<file path="config.mk">
export PLATFORM = sky130hd
export DESIGN_NAME = operand_streamer
export DESIGN_NICKNAME = d
export VERILOG_FILES = /design/src/rtl/operand_streamer.sv
export SDC_FILE = /design/constraint.sdc
export NUM_CORES = 1
export LEC_CHECK = 0
export ABC_AREA = 1
export BUFFER_PORTS_ARGS = -buffer_cell sky130_fd_sc_hd__buf_2
export CELL_PAD_IN_SITES_DETAIL_PLACEMENT = 2
export CELL_PAD_IN_SITES_GLOBAL_PLACEMENT = 2
export CORE_MARGIN = 8
export CORE_UTILIZATION = 40
export CTS_CLUSTER_DIAMETER = 40
export DETAILED_ROUTE_END_ITERATION = 10
export GPL_TIMING_DRIVEN = 1
export PLACE_DENSITY_LB_ADDON = 0.1
export SLEW_MARGIN = 20
export SYNTH_ARGS = -nofsm -noshare
export SYNTH_HDL_FRONTEND = slang
export SYNTH_SLANG_ARGS = --single-unit
</file>
<file path="constraint.sdc">
create_clock -name clk_i -period 2.85 [get_ports clk_i]
set_clock_uncertainty 0.15 [all_clocks]
set_input_delay 0.1425 -clock clk_i [delete_from_list [all_inputs] [get_ports clk_i]]
set_output_delay 0.1425 -clock clk_i [all_outputs]
set_load 0.05 [all_outputs]
</file>
<file path="src/rtl/operand_streamer.sv">
// Serial operand loader: holds one pixel's input/weight operands in local memories and
// streams them to the PE-array controller, then reports pixel/picture completion.
module operand_streamer #(
   parameter int WIDTH  = 8,
   parameter int ROWS   = 4,
   parameter int COLS   = 4,
   parameter int VECTOR = 4,
   parameter int PIXELS = 4
) (
   input  logic             clk_i,
   input  logic             rst_i,
   input  logic             wr_en_i,
   input  logic             wr_sel_i,
   input  logic [7:0]       wr_addr_i,
   input  logic [WIDTH-1:0] wr_data_i,
   input  logic             go_i,
   output logic             busy_o,
   output logic             done_o,
   output logic [7:0]       pixel_cnt_o,
   output logic             start_o,
   output logic [WIDTH-1:0] in_o,
   output logic [WIDTH-1:0] w_o,
   input  logic             loadin_finish_i,
   input  logic             cal_finish_i,
   output logic             pixel_finish_o,
   output logic             picture_finish_o
);

   localparam int IN_N = COLS * VECTOR;
   localparam int W_N  = ROWS * COLS;
   localparam int IAW  = (IN_N > 1) ? $clog2(IN_N) : 1;
   localparam int WAW  = (W_N > 1) ? $clog2(W_N) : 1;
   localparam int CW   = (IAW > WAW) ? IAW : WAW;

   localparam logic [2:0] S_IDLE     = 3'd0;
   localparam logic [2:0] S_START    = 3'd1;
   localparam logic [2:0] S_SEND_IN  = 3'd2;
   localparam logic [2:0] S_WAIT_IN  = 3'd3;
   localparam logic [2:0] S_SEND_W   = 3'd4;
   localparam logic [2:0] S_WAIT_CAL = 3'd5;
   localparam logic [2:0] S_DONE     = 3'd6;

   logic [2:0]       state_q, state_d;
   logic [CW-1:0]    idx_q, idx_d;
   logic             in_seen_q, in_seen_d;
   logic             cal_seen_q, cal_seen_d;
   logic [7:0]       pixel_cnt_q, pixel_cnt_d;
   logic             busy_q, done_q, start_q, pixel_finish_q, picture_finish_q;
   logic [WIDTH-1:0] in_q, w_q;

   logic [WIDTH-1:0] inmem [IN_N];
   logic [WIDTH-1:0] wmem  [W_N];

   logic in_we, w_we;

   // Host writes land only while idle so a running stream never sees a torn operand set.
   assign in_we = (state_q == S_IDLE) && wr_en_i && !wr_sel_i && (int'(wr_addr_i) < IN_N);
   assign w_we  = (state_q == S_IDLE) && wr_en_i &&  wr_sel_i && (int'(wr_addr_i) < W_N);

   always_ff @(posedge clk_i) begin
      if (in_we) inmem[wr_addr_i[IAW-1:0]] <= wr_data_i;
      if (w_we)  wmem[wr_addr_i[WAW-1:0]]  <= wr_data_i;
   end

   always_comb begin
      state_d = state_q;
      idx_d   = idx_q;
      case (state_q)
         S_IDLE: begin
            if (go_i) state_d = S_START;
         end
         S_START: begin
            state_d = S_SEND_IN;
            idx_d   = '0;
         end
         S_SEND_IN: begin
            if (idx_q == CW'(IN_N - 1)) begin
               idx_d   = '0;
               state_d = in_seen_q ? S_SEND_W : S_WAIT_IN;
            end else begin
               idx_d = idx_q + 1'b1;
            end
         end
         S_WAIT_IN: begin
            if (in_seen_q) begin
               state_d = S_SEND_W;
               idx_d   = '0;
            end
         end
         S_SEND_W: begin
            if (idx_q == CW'(W_N - 1)) begin
               idx_d   = '0;
               state_d = cal_seen_q ? S_DONE : S_WAIT_CAL;
            end else begin
               idx_d = idx_q + 1'b1;
            end
         end
         S_WAIT_CAL: begin
            if (cal_seen_q) state_d = S_DONE;
         end
         S_DONE: begin
            state_d = S_IDLE;
         end
         default: begin
            state_d = S_IDLE;
            idx_d   = '0;
         end
      endcase
   end

   // Handshake pulses may arrive early (even mid-stream), so they are latched until consumed.
   always_comb begin
      in_seen_d  = in_seen_q;
      cal_seen_d = cal_seen_q;
      if (state_q == S_START) begin
         in_seen_d  = 1'b0;
         cal_seen_d = 1'b0;
      end else if (state_q != S_IDLE) begin
         if (loadin_finish_i) in_seen_d  = 1'b1;
         if (cal_finish_i)    cal_seen_d = 1'b1;
      end
   end

   always_comb begin
      pixel_cnt_d = pixel_cnt_q;
      if (state_d == S_DONE) begin
         if (pixel_cnt_q == 8'(PIXELS - 1)) pixel_cnt_d = '0;
         else                               pixel_cnt_d = pixel_cnt_q + 8'd1;
      end
   end

   // Outputs are registered from the next state so they line up with the state they describe.
   always_ff @(posedge clk_i) begin
      if (rst_i) begin
         state_q          <= S_IDLE;
         idx_q            <= '0;
         in_seen_q        <= 1'b0;
         cal_seen_q       <= 1'b0;
         pixel_cnt_q      <= '0;
         busy_q           <= 1'b0;
         done_q           <= 1'b0;
         start_q          <= 1'b0;
         pixel_finish_q   <= 1'b0;
         picture_finish_q <= 1'b0;
         in_q             <= '0;
         w_q              <= '0;
      end else begin
         state_q          <= state_d;
         idx_q            <= idx_d;
         in_seen_q        <= in_seen_d;
         cal_seen_q       <= cal_seen_d;
         pixel_cnt_q      <= pixel_cnt_d;
         busy_q           <= (state_d != S_IDLE);
         done_q           <= (state_d == S_DONE);
         start_q          <= (state_d == S_START);
         pixel_finish_q   <= (state_d == S_DONE);
         picture_finish_q <= (state_d == S_DONE) && (pixel_cnt_q == 8'(PIXELS - 1));
         in_q             <= (state_d == S_SEND_IN) ? inmem[idx_d[IAW-1:0]] : '0;
         w_q              <= (state_d == S_SEND_W)  ? wmem[idx_d[WAW-1:0]]  : '0;
      end
   end

   assign busy_o           = busy_q;
   assign done_o           = done_q;
   assign pixel_cnt_o      = pixel_cnt_q;
   assign start_o          = start_q;
   assign in_o             = in_q;
   assign w_o              = w_q;
   assign pixel_finish_o   = pixel_finish_q;
   assign picture_finish_o = picture_finish_q;

endmodule

</file>
==> impl_metrics.yaml, run 1 <==
sta:
  grt_setup_unrepaired: "false"
  worstMarginPinSlew_ps: 853
  setup_violations: 0
  setup_tns_ps: 0
  timing.final.ws_setup_ps: 209
  hold_viol: 0
  max-slew-margin-rel_pct: 43.1
  fin_crit_sh_pct: 92.7
  max_freq_mhz: 379
  final_max_slew_viol_count: 0
  finalCriticalPeriod_ps: 2640
floorplan:
  core.rowCount: 66
  dieArea_um2: 39300
  initial_core_util_pct: 40.7
  coreArea_um2: 32600
  io_pins: 52
  die_y_um: 198
  fp.dieW_um: 198
drt:
  routedWlPerCell_um: 23.6
  routed_wl_mm: 45.1
  dr_total_vias: 10300
  dr.pass1.iters: 5
  drc: 0
  ant_nets: 0
  drt-initial-drc-count: 563
  viasPerCell: 5.37
place:
  dp_cells: 1821
  gp_congestion: 0.783
  pre_cts_ws_ps: 186
  dp_hpwl_mm: 26.5
  portBuffers: 51
worst_setup_path:
  worstSetupStartpointType: "flop"
  worstPathCellList: "ha_1 -> nand3_1 -> nand2_1 -> inv_1 -> nand2_4 -> buf_12 -> nand4_1 -> nand3_1 -> nand3_1 -> a21oi_1 -> nor2_1"
  path_common_cell: "nand3_1"
  worstSetupPathType: "reg2reg"
  ff2ff_setup_slack_ps: 210
  cp_slowest_cell: "dfxtp_1"
  slowest_delay_ps: 430
  worstSetupStartpoint: "idx_q[1]"
  cp_data_required_time_ps: 3130
  arrival_ps: 2920
  reg2reg_from: "idx_q[1]"
  critPathMaxFanout: 83
  crit_path_end_kind: "flop"
yosys:
  synth_nets: 1381
  avgSynthCellArea_um2: 9.80
  synth_edf_count: 256
  ys_seq_elements: 293
  syn-instance-count: 1356
  yosysWarnings: 0
  async_reset_ff_share_pct: 0
  syn_area_um2: 13300
  ys_types: 34
  ys_seq_area_share_pct: 63.5
  synth_flop_cell: "edfxtp_1"
clocking:
  clockBufferDepth: 3
  clock-sinks: 293
  clkTransAtPathRegs_ps: 50
  cts_tree: "done"
  cts_made_buffers: 47
  cts_setup_buffers: 0
  h-tree-depth: 2
  insertion_delay_ps: 560
  cts_root_buf: "clkbuf_16"
flow_run:
  drv_cap: 0
global_route:
  antenna_found_initial: 1
  grt_pass1_vias: 11500
  gr-usage-all-layers_pct: 23.3
  grt_pass1_wl_mm: 69.4
  overflow: 0
  grt_max_degree: 119
cells_and_area:
  area_growth_syn_to_layout_pct: 18.9
  drive_above_1_share_pct: 13.9
  instances_no_fill: 1912
  antennaDiodeCount: 0
  num-fill-cells: 3394
  utilization_pct: 48.4
  nets: 1458
hold_path:
  hold_path.class: "in2reg"
  holdCritStartpoint: "wr_data_i[7]"
power_and_ir_drop:
  leakagePower_nw: 6.72
  cellPowerDensity_nw_per_um2: 692
  power.total_mw: 10.9
  peakVddDrop_mv: 0.523
status:
  outcome: "complete, no violations"
==> sequential cells by signal, indices dropped and copies added, names as in the netlist <==
name	flops
start_o	1
picture_finish_o	1
state_q	3
in_seen_q	1
pixel_cnt_o	8
pixel_finish_o	1
inmem	128
cal_seen_q	1
wmem	128
w_o	8
busy_o	1
in_o	8
idx_q	4
==> critical path: cells and delay by family, from the launching register on <==
family                   cells  cell delay (ps)
AND/OR/NAND/NOR              7              900
AO/OA/AOI/OAI                1              320
adder cells (fa/ha/maj)      1              230
buffers and inverters        2              420
flip-flops                   1              430
==> cells by family after synthesis <==
| kind of cell | synth area share [%] |
|---|---|
| adders and majority gates | 0.188 |
| buffers and inverters | 11.4 |
| DFF | 63.5 |
| xor gates and xnor gates | 0.264 |
| and+or+nand+nor | 22.5 |
| AOI/OAI and AO/OA | 2.18 |
==> final timing paths <==
check,to,cells past startpoint
worst max-delay path,w_o[2],11
worst min-delay path,inmem[6][7],1
worst max register to register,w_o[2],11
worst min register to register,pixel_cnt_o[1],2
==> metrics by stage <==
step | instance area [um^2] | hold slack [ps]
after floorplan | 13300 | 91.4
after global placement | 14200 | 267
after detailed placement | 14200 | 275
after CTS | 15800 | 15.2
after global routing | 15800 | 46.8
final | 15800 | 34.7
==> repair_timing <==
action,4_1_cts,5_1_grt
endpoints found under the hold margin,11,0
gates resized for setup,0,2
setup endpoints to repair,0,2
hold buffers,5,0
==> final cells by class <==
cell class | count | area [um^2] | share of cell area [%]
Tap cell | 442 | 553 | 3.50
Multi-Input combinational cell | 696 | 3390 | 21.5
Sequential cell | 293 | 8430 | 53.4
Clock inverter | 29 | 283 | 1.79
Clock buffer | 57 | 1230 | 7.81
Inverter | 284 | 1070 | 6.75
Timing Repair Buffer | 111 | 843 | 5.34
==> layout by cell type (no fill, tap or decap), types with 3 or more instances in the layout <==
cell type	n
inv_1	279
edfxtp_1	256
nand2_1	236
nand3_1	188
nand4_1	120
nor2_1	68
buf_2	51
clkbuf_16	47
buf_4	45
dfxtp_1	37
a21oi_1	26
o21ai_1	11
buf_12	10
o21ai_0	8
clkbuf_1	8
clkinvlp_4	7
nand2_2	6
clkinv_2	6
inv_2	5
clkinv_1	5
dlygate4sd3_1	5
nor3_1	4
xor2_1	4
inv_6	4
bufinv_16	4
nand3_4	3
nor2_2	3
clkinv_4	3
==> where the power goes <==
| group | switching, mW | internal, mW |
|---|---|---|
| clock | 2.10 | 3.45 |
| sequential | 0.0109 | 4.68 |
| combinational | 0.501 | 0.186 |
==> Yosys cell counts, types with 2 or more instances <==
cell | count | share of area [%]
nor2_2 | 3 | 0.14
or2_2 | 2 | 0.094
ha_1 | 2 | 0.19
nor4_1 | 2 | 0.094
buf_6 | 3 | 0.25
nand3_1 | 190 | 7.2
inv_2 | 5 | 0.14
nor2_1 | 68 | 1.9
buf_2 | 47 | 1.8
buf_1 | 5 | 0.14
clkbuf_1 | 12 | 0.34
xor2_1 | 4 | 0.26
nor3_1 | 4 | 0.15
nand2_1 | 238 | 6.7
nand2_2 | 5 | 0.24
edfxtp_1 | 256 | 58
nand4_1 | 120 | 5.7
o21ai_0 | 8 | 0.30
buf_4 | 15 | 0.85
inv_1 | 279 | 7.9
dfxtp_1 | 37 | 5.6
a31oi_1 | 2 | 0.094
o21ai_1 | 11 | 0.41
a21oi_1 | 28 | 1.1
==> metal layers <==
metal | vias to the layer above | share of wire [%] | GRT usage, %
met5 | - | 0.029 | 0
met4 | 2 | 3.3 | 8.30
met3 | 90 | 4.7 | 3.79
met2 | 253 | 51 | 41.9
met1 | 5241 | 41 | 27.8
li1 | 4680 | - | -
Power figures use the tool's default switching activity.
==> inputs of run 2 (changes only) <==
BUFFER_PORTS_ARGS = -buffer_cell sky130_fd_sc_hd__buf_4   (was -buffer_cell sky130_fd_sc_hd__buf_2)
==> impl_metrics.yaml, run 2 (synthesis gave the netlist of run 1 again) <==
status:
  outcome: "complete, no violations"
clocking:
  clock-sinks: 293
  cts_tree: "done"
  clkTransAtPathRegs_ps: 60
  insertion_delay_ps: 550
  h-tree-depth: 2
  clockBufferDepth: 3
  cts_made_buffers: 47
  cts_root_buf: "clkbuf_16"
hold_path:
  holdPathEnd: "inmem[0][7]"
  hold_path.class: "in2reg"
  holdPathStages: 5
  holdCritStartpoint: "wr_addr_i[3]"
cells_and_area:
  multiInputGateArea_um2: 3380
  instances_no_fill: 1927
  layout_commonest_cell: "inv_1"
  final_cell_mix: "inv_1 (279), edfxtp_1 (256), nand2_1 (236), nand3_1 (188), nand4_1 (120)"
  num-fill-cells: 3361
  area_growth_syn_to_layout_pct: 22.0
  fin_area_um2: 16200
  register_area_um2: 8430
  nets: 1472
  antennaDiodeCount: 0
  drive_above_1_share_pct: 14.9
floorplan:
  die_y_um: 198
  coreArea_um2: 32600
  io_pins: 52
  dieArea_um2: 39300
  initial_core_util_pct: 40.7
  fp.dieW_um: 198
  core.rowCount: 66
worst_setup_path:
  crit_path_end_kind: "flop"
  worstSetupStartpointType: "flop"
  arrival_ps: 2890
  reg2reg_from: "idx_q[1]"
  critPathMaxFanout: 30
  worstSetupPathType: "reg2reg"
  r2r_end: "w_o[2]"
  cp_data_required_time_ps: 3130
  rr_worst_depth: 12
  ff2ff_setup_slack_ps: 240
place:
  portBuffers: 51
  place_area_um2: 14400
  gp_congestion: 0.768
  dp_hpwl_mm: 26.2
  pre_cts_ws_ps: 237
  dp_cells: 1828
drt:
  drt-initial-drc-count: 544
  viasPerCell: 5.37
  drc: 0
  routedWlPerCell_um: 23.4
  dr_total_vias: 10400
  ant_nets: 0
  routed_wl_mm: 45.2
  dr.pass1.iters: 5
flow_run:
  drv_cap: 0
global_route:
  grt_pass1_vias: 11800
  antenna_found_initial: 0
  overflow: 0
  gr-usage-all-layers_pct: 23.4
  grt_max_degree: 119
  grt_pass1_wl_mm: 69.5
sta:
  setup_violations: 0
  grt_setup_unrepaired: "false"
  timing.final.ws_setup_ps: 243
  finalCriticalPeriod_ps: 2610
  final_max_slew_viol_count: 0
  fin_crit_sh_pct: 91.5
  setup_tns_ps: 0
  hold_viol: 0
  max-slew-margin-rel_pct: 54.3
  max_freq_mhz: 384
  worstMarginPinSlew_ps: 685
power_and_ir_drop:
  power.total_mw: 11.5
  peakVddDrop_mv: 0.685
  leakagePower_nw: 6.89
  cellPowerDensity_nw_per_um2: 707
-- run 2: report_power, final --
group	switching [mW]	internal (mW)	leakage (nW)	total, mW
Clock	2.19	3.86	0.817	6.06
Combinational	0.502	0.214	3.47	0.717
Sequential	0.00970	4.68	2.60	4.69
Total	2.71	8.75	6.89	11.5
-- run 2: critical path, cell delays in order (launching register included) --
cell and delay, ps:
dfxtp_1 420, ha_1 230, nand3_1 220, nand2_1 130, inv_1 70, nand2_4 90, buf_12 230, buf_12 180
nand4_1 90, nand3_1 120, nand3_1 100, a21oi_1 340, nor2_1 100
-- run 2: per-layer routing --
| metal | share of wire [%] | global-route usage, % | vias to the layer above |
|---|---|---|---|
| met1 | 40 | 27.3 | 5262 |
| met3 | 4.9 | 3.94 | 110 |
| met5 | 0 | 0 | - |
| met4 | 3.8 | 10.1 | 0 |
| li1 | - | - | 4699 |
| met2 | 51 | 41.8 | 282 |
-- run 2: final cells by class --
class / instances / area share (%)
clock buffers: 53 / 7.78
inverters: 284 / 6.58
multi-input cells: 696 / 20.9
clock inverters: 34 / 2.54
flip-flops and latches: 293 / 52.0
repair buffers: 125 / 6.82
well taps: 442 / 3.41
-- run 2: repair_timing --
action / 4_1_cts / 5_1_grt
gates resized for setup: 0 / 0
buffers inserted: 0 / 0
endpoints found under the setup margin: 0 / 0
hold buffers: 12 / 0
hold endpoints to repair: 270 / 0
-- run 2: worst max-delay path by stage --
stage / from / to / cells after the start
5_1_grt: idx_q[1] / w_o[0] / 14
3_3_place_gp: idx_q[1] / w_o[2] / 12
2_1_floorplan: state_q[0] / wmem[15][0] / 8
6_report: idx_q[1] / w_o[2] / 12
3_5_place_dp: idx_q[1] / w_o[2] / 12
4_1_cts: idx_q[1] / w_o[2] / 12
-- run 2: metrics by stage --
stage / utilization (%) / hold WS (ps)
floorplan: - / 91.4
global placement: 44.2 / 267
detailed placement: 44.2 / 280
CTS: 49.7 / 128
global route: 49.7 / 161
finish: 49.7 / 140
==> inputs of run 3 (changes only) <==
--- a/config.mk
+++ b/config.mk
@@ -11,3 +11,3 @@
 export CELL_PAD_IN_SITES_GLOBAL_PLACEMENT = 2
-export CORE_MARGIN = 8
+export CORE_MARGIN = 2
 export CORE_UTILIZATION = 40
==> constraint.sdc (replaced) <==
create_clock -name clk_i -period 2.85 [get_ports clk_i]
set_clock_uncertainty 0.15 [all_clocks]
set_input_delay 0.57 -clock clk_i [delete_from_list [all_inputs] [get_ports clk_i]]
set_output_delay 0.57 -clock clk_i [all_outputs]
set_load 0.05 [all_outputs]
==> impl_metrics.yaml, run 3 (synthesis gave the netlist of run 1 again) <==
worst_setup_path:
  worstSetupPathType: "reg2reg"
  worstSetupStartpoint: "idx_q[1]"
  cp_data_required_time_ps: 3130
  arrival_ps: 2840
  critPathMaxFanout: 41
  crit_path_end_kind: "flop"
  reg2reg_from: "idx_q[1]"
  worstSetupStartpointType: "flop"
cells_and_area:
  drive_above_1_share_pct: 14.0
  layout_commonest_cell: "inv_1"
  num-fill-cells: 3348
  area_growth_syn_to_layout_pct: 19.6
  nets: 1450
  multiInputGateArea_um2: 3390
  register_area_um2: 8430
  final_cell_mix: "inv_1 (279), edfxtp_1 (256), nand2_1 (236), nand3_1 (188), nand4_1 (120)"
global_route:
  grt_pass1_vias: 11100
  grt_pass1_wl_mm: 68.6
  gr-usage-all-layers_pct: 27.0
  overflow: 0
  grt_max_degree: 119
  antenna_found_initial: 2
clocking:
  insertion_delay_ps: 570
  cts_tree: "done"
  h-tree-depth: 2
  clock-sinks: 293
  cts_root_buf: "clkbuf_16"
  cts_resized: 0
  cts_hold_buf: 0
  cts_made_buffers: 47
  cts_setup_buffers: 0
  clkTransAtPathRegs_ps: 50
  clockBufferDepth: 3
floorplan:
  io_pins: 52
  coreArea_um2: 32600
  dieArea_um2: 34700
  initial_core_util_pct: 40.7
  core.rowCount: 66
  fp.dieW_um: 186
  die_y_um: 186
sta:
  finalCriticalPeriod_ps: 2560
  max_freq_mhz: 390
  worstMarginPinSlew_ps: 624
  setup_violations: 0
  max-slew-margin-rel_pct: 58.4
  setup_tns_ps: 0
  hold_viol: 0
  grt_setup_unrepaired: "false"
  final_max_slew_viol_count: 0
  fin_crit_sh_pct: 89.9
power_and_ir_drop:
  leakagePower_nw: 6.73
  cellPowerDensity_nw_per_um2: 695
  power.total_mw: 11.0
  peakVddDrop_mv: 0.503
drt:
  dr.pass1.iters: 5
  ant_nets: 0
  drt-initial-drc-count: 607
  drc: 0
  routedWlPerCell_um: 23.5
  dr_total_vias: 10200
  viasPerCell: 5.35
  routed_wl_mm: 44.8
status:
  outcome: "complete, no violations"
place:
  portBuffers: 51
  dp_hpwl_mm: 27.4
  gp_congestion: 0.771
flow_run:
  drv_cap: 0
hold_path:
  holdCritStartpoint: "rst_i"
  hold_path.class: "in2reg"
-- run 3: changes by cell type in the layout (fill, tap and decap cells not counted), sizes merged --
| cell | before | now |
|---|---|---|
| buf | 113 | 103 |
| inv | 293 | 292 |
| diode | 0 | 1 |
| dlygate4sd3 | 12 | 0 |
| clkbuf | 53 | 55 |
| bufinv | 7 | 4 |
-- run 3: per-layer routing --
layer	global-route usage, %	share of wire, %	vias up
met4	9.70	3.0	0
li1	-	-	4655
met2	47.0	50	263
met5	0	0	-
met3	4.19	4.6	85
met1	34.2	42	5186
-- run 3: cell type report --
| class | count | share of cell area, % |
|---|---|---|
| Clock inverter | 30 | 1.96 |
| Inverter | 284 | 6.71 |
| Tap cell | 442 | 3.48 |
| Sequential cell | 293 | 53.0 |
| Multi-Input combinational cell | 696 | 21.3 |
| Clock buffer | 55 | 7.72 |
| Timing Repair Buffer | 103 | 5.76 |
| Antenna cell | 1 | 0.0157 |
-- run 3: final timing paths --
| path | to | slack [ps] | cells after the start |
|---|---|---|---|
| worst max register to register | in_o[5] | 290 | 14 |
| worst min register to register | pixel_cnt_o[7] | 360 | 2 |
| worst max-delay path | in_o[5] | 290 | 14 |
| worst min-delay path | pixel_cnt_o[3] | 130 | 2 |
-- run 3: worst max-delay path: stages, from the launching register on --
cell and delay, ps:
dfxtp_1 350, ha_1 220, nand3_1 220, nand2_1 90
inv_1 110, nand2_4 90, nand3_4 130, buf_6 310
nand2_1 110, nand3_1 100, nand3_1 160, nand2_1 170
nand2_1 80, nand2_1 100, nor2_1 40
-- run 3: power breakdown --
group / internal (mW) / total (mW) / switching [mW]
Sequential: 4.68 / 4.69 / 0.00928
Combinational: 0.192 / 0.725 / 0.533
Clock: 3.48 / 5.64 / 2.16
Total: 8.35 / 11.0 / 2.70
-- run 3: per-stage QoR --
stage               cells  setup slack [ps]  instance area (um^2)  utilization (%)  hold slack, ps
floorplan            1356               142                 13300                -             353
global placement     1818               140                 14300             44.0             348
detailed placement   1818              47.6                 14300             44.0             359
CTS                  1903               118                 15900             48.7             107
global route         1903              15.6                 15900             48.7             126
finish               1904               288                 15900             48.7             130
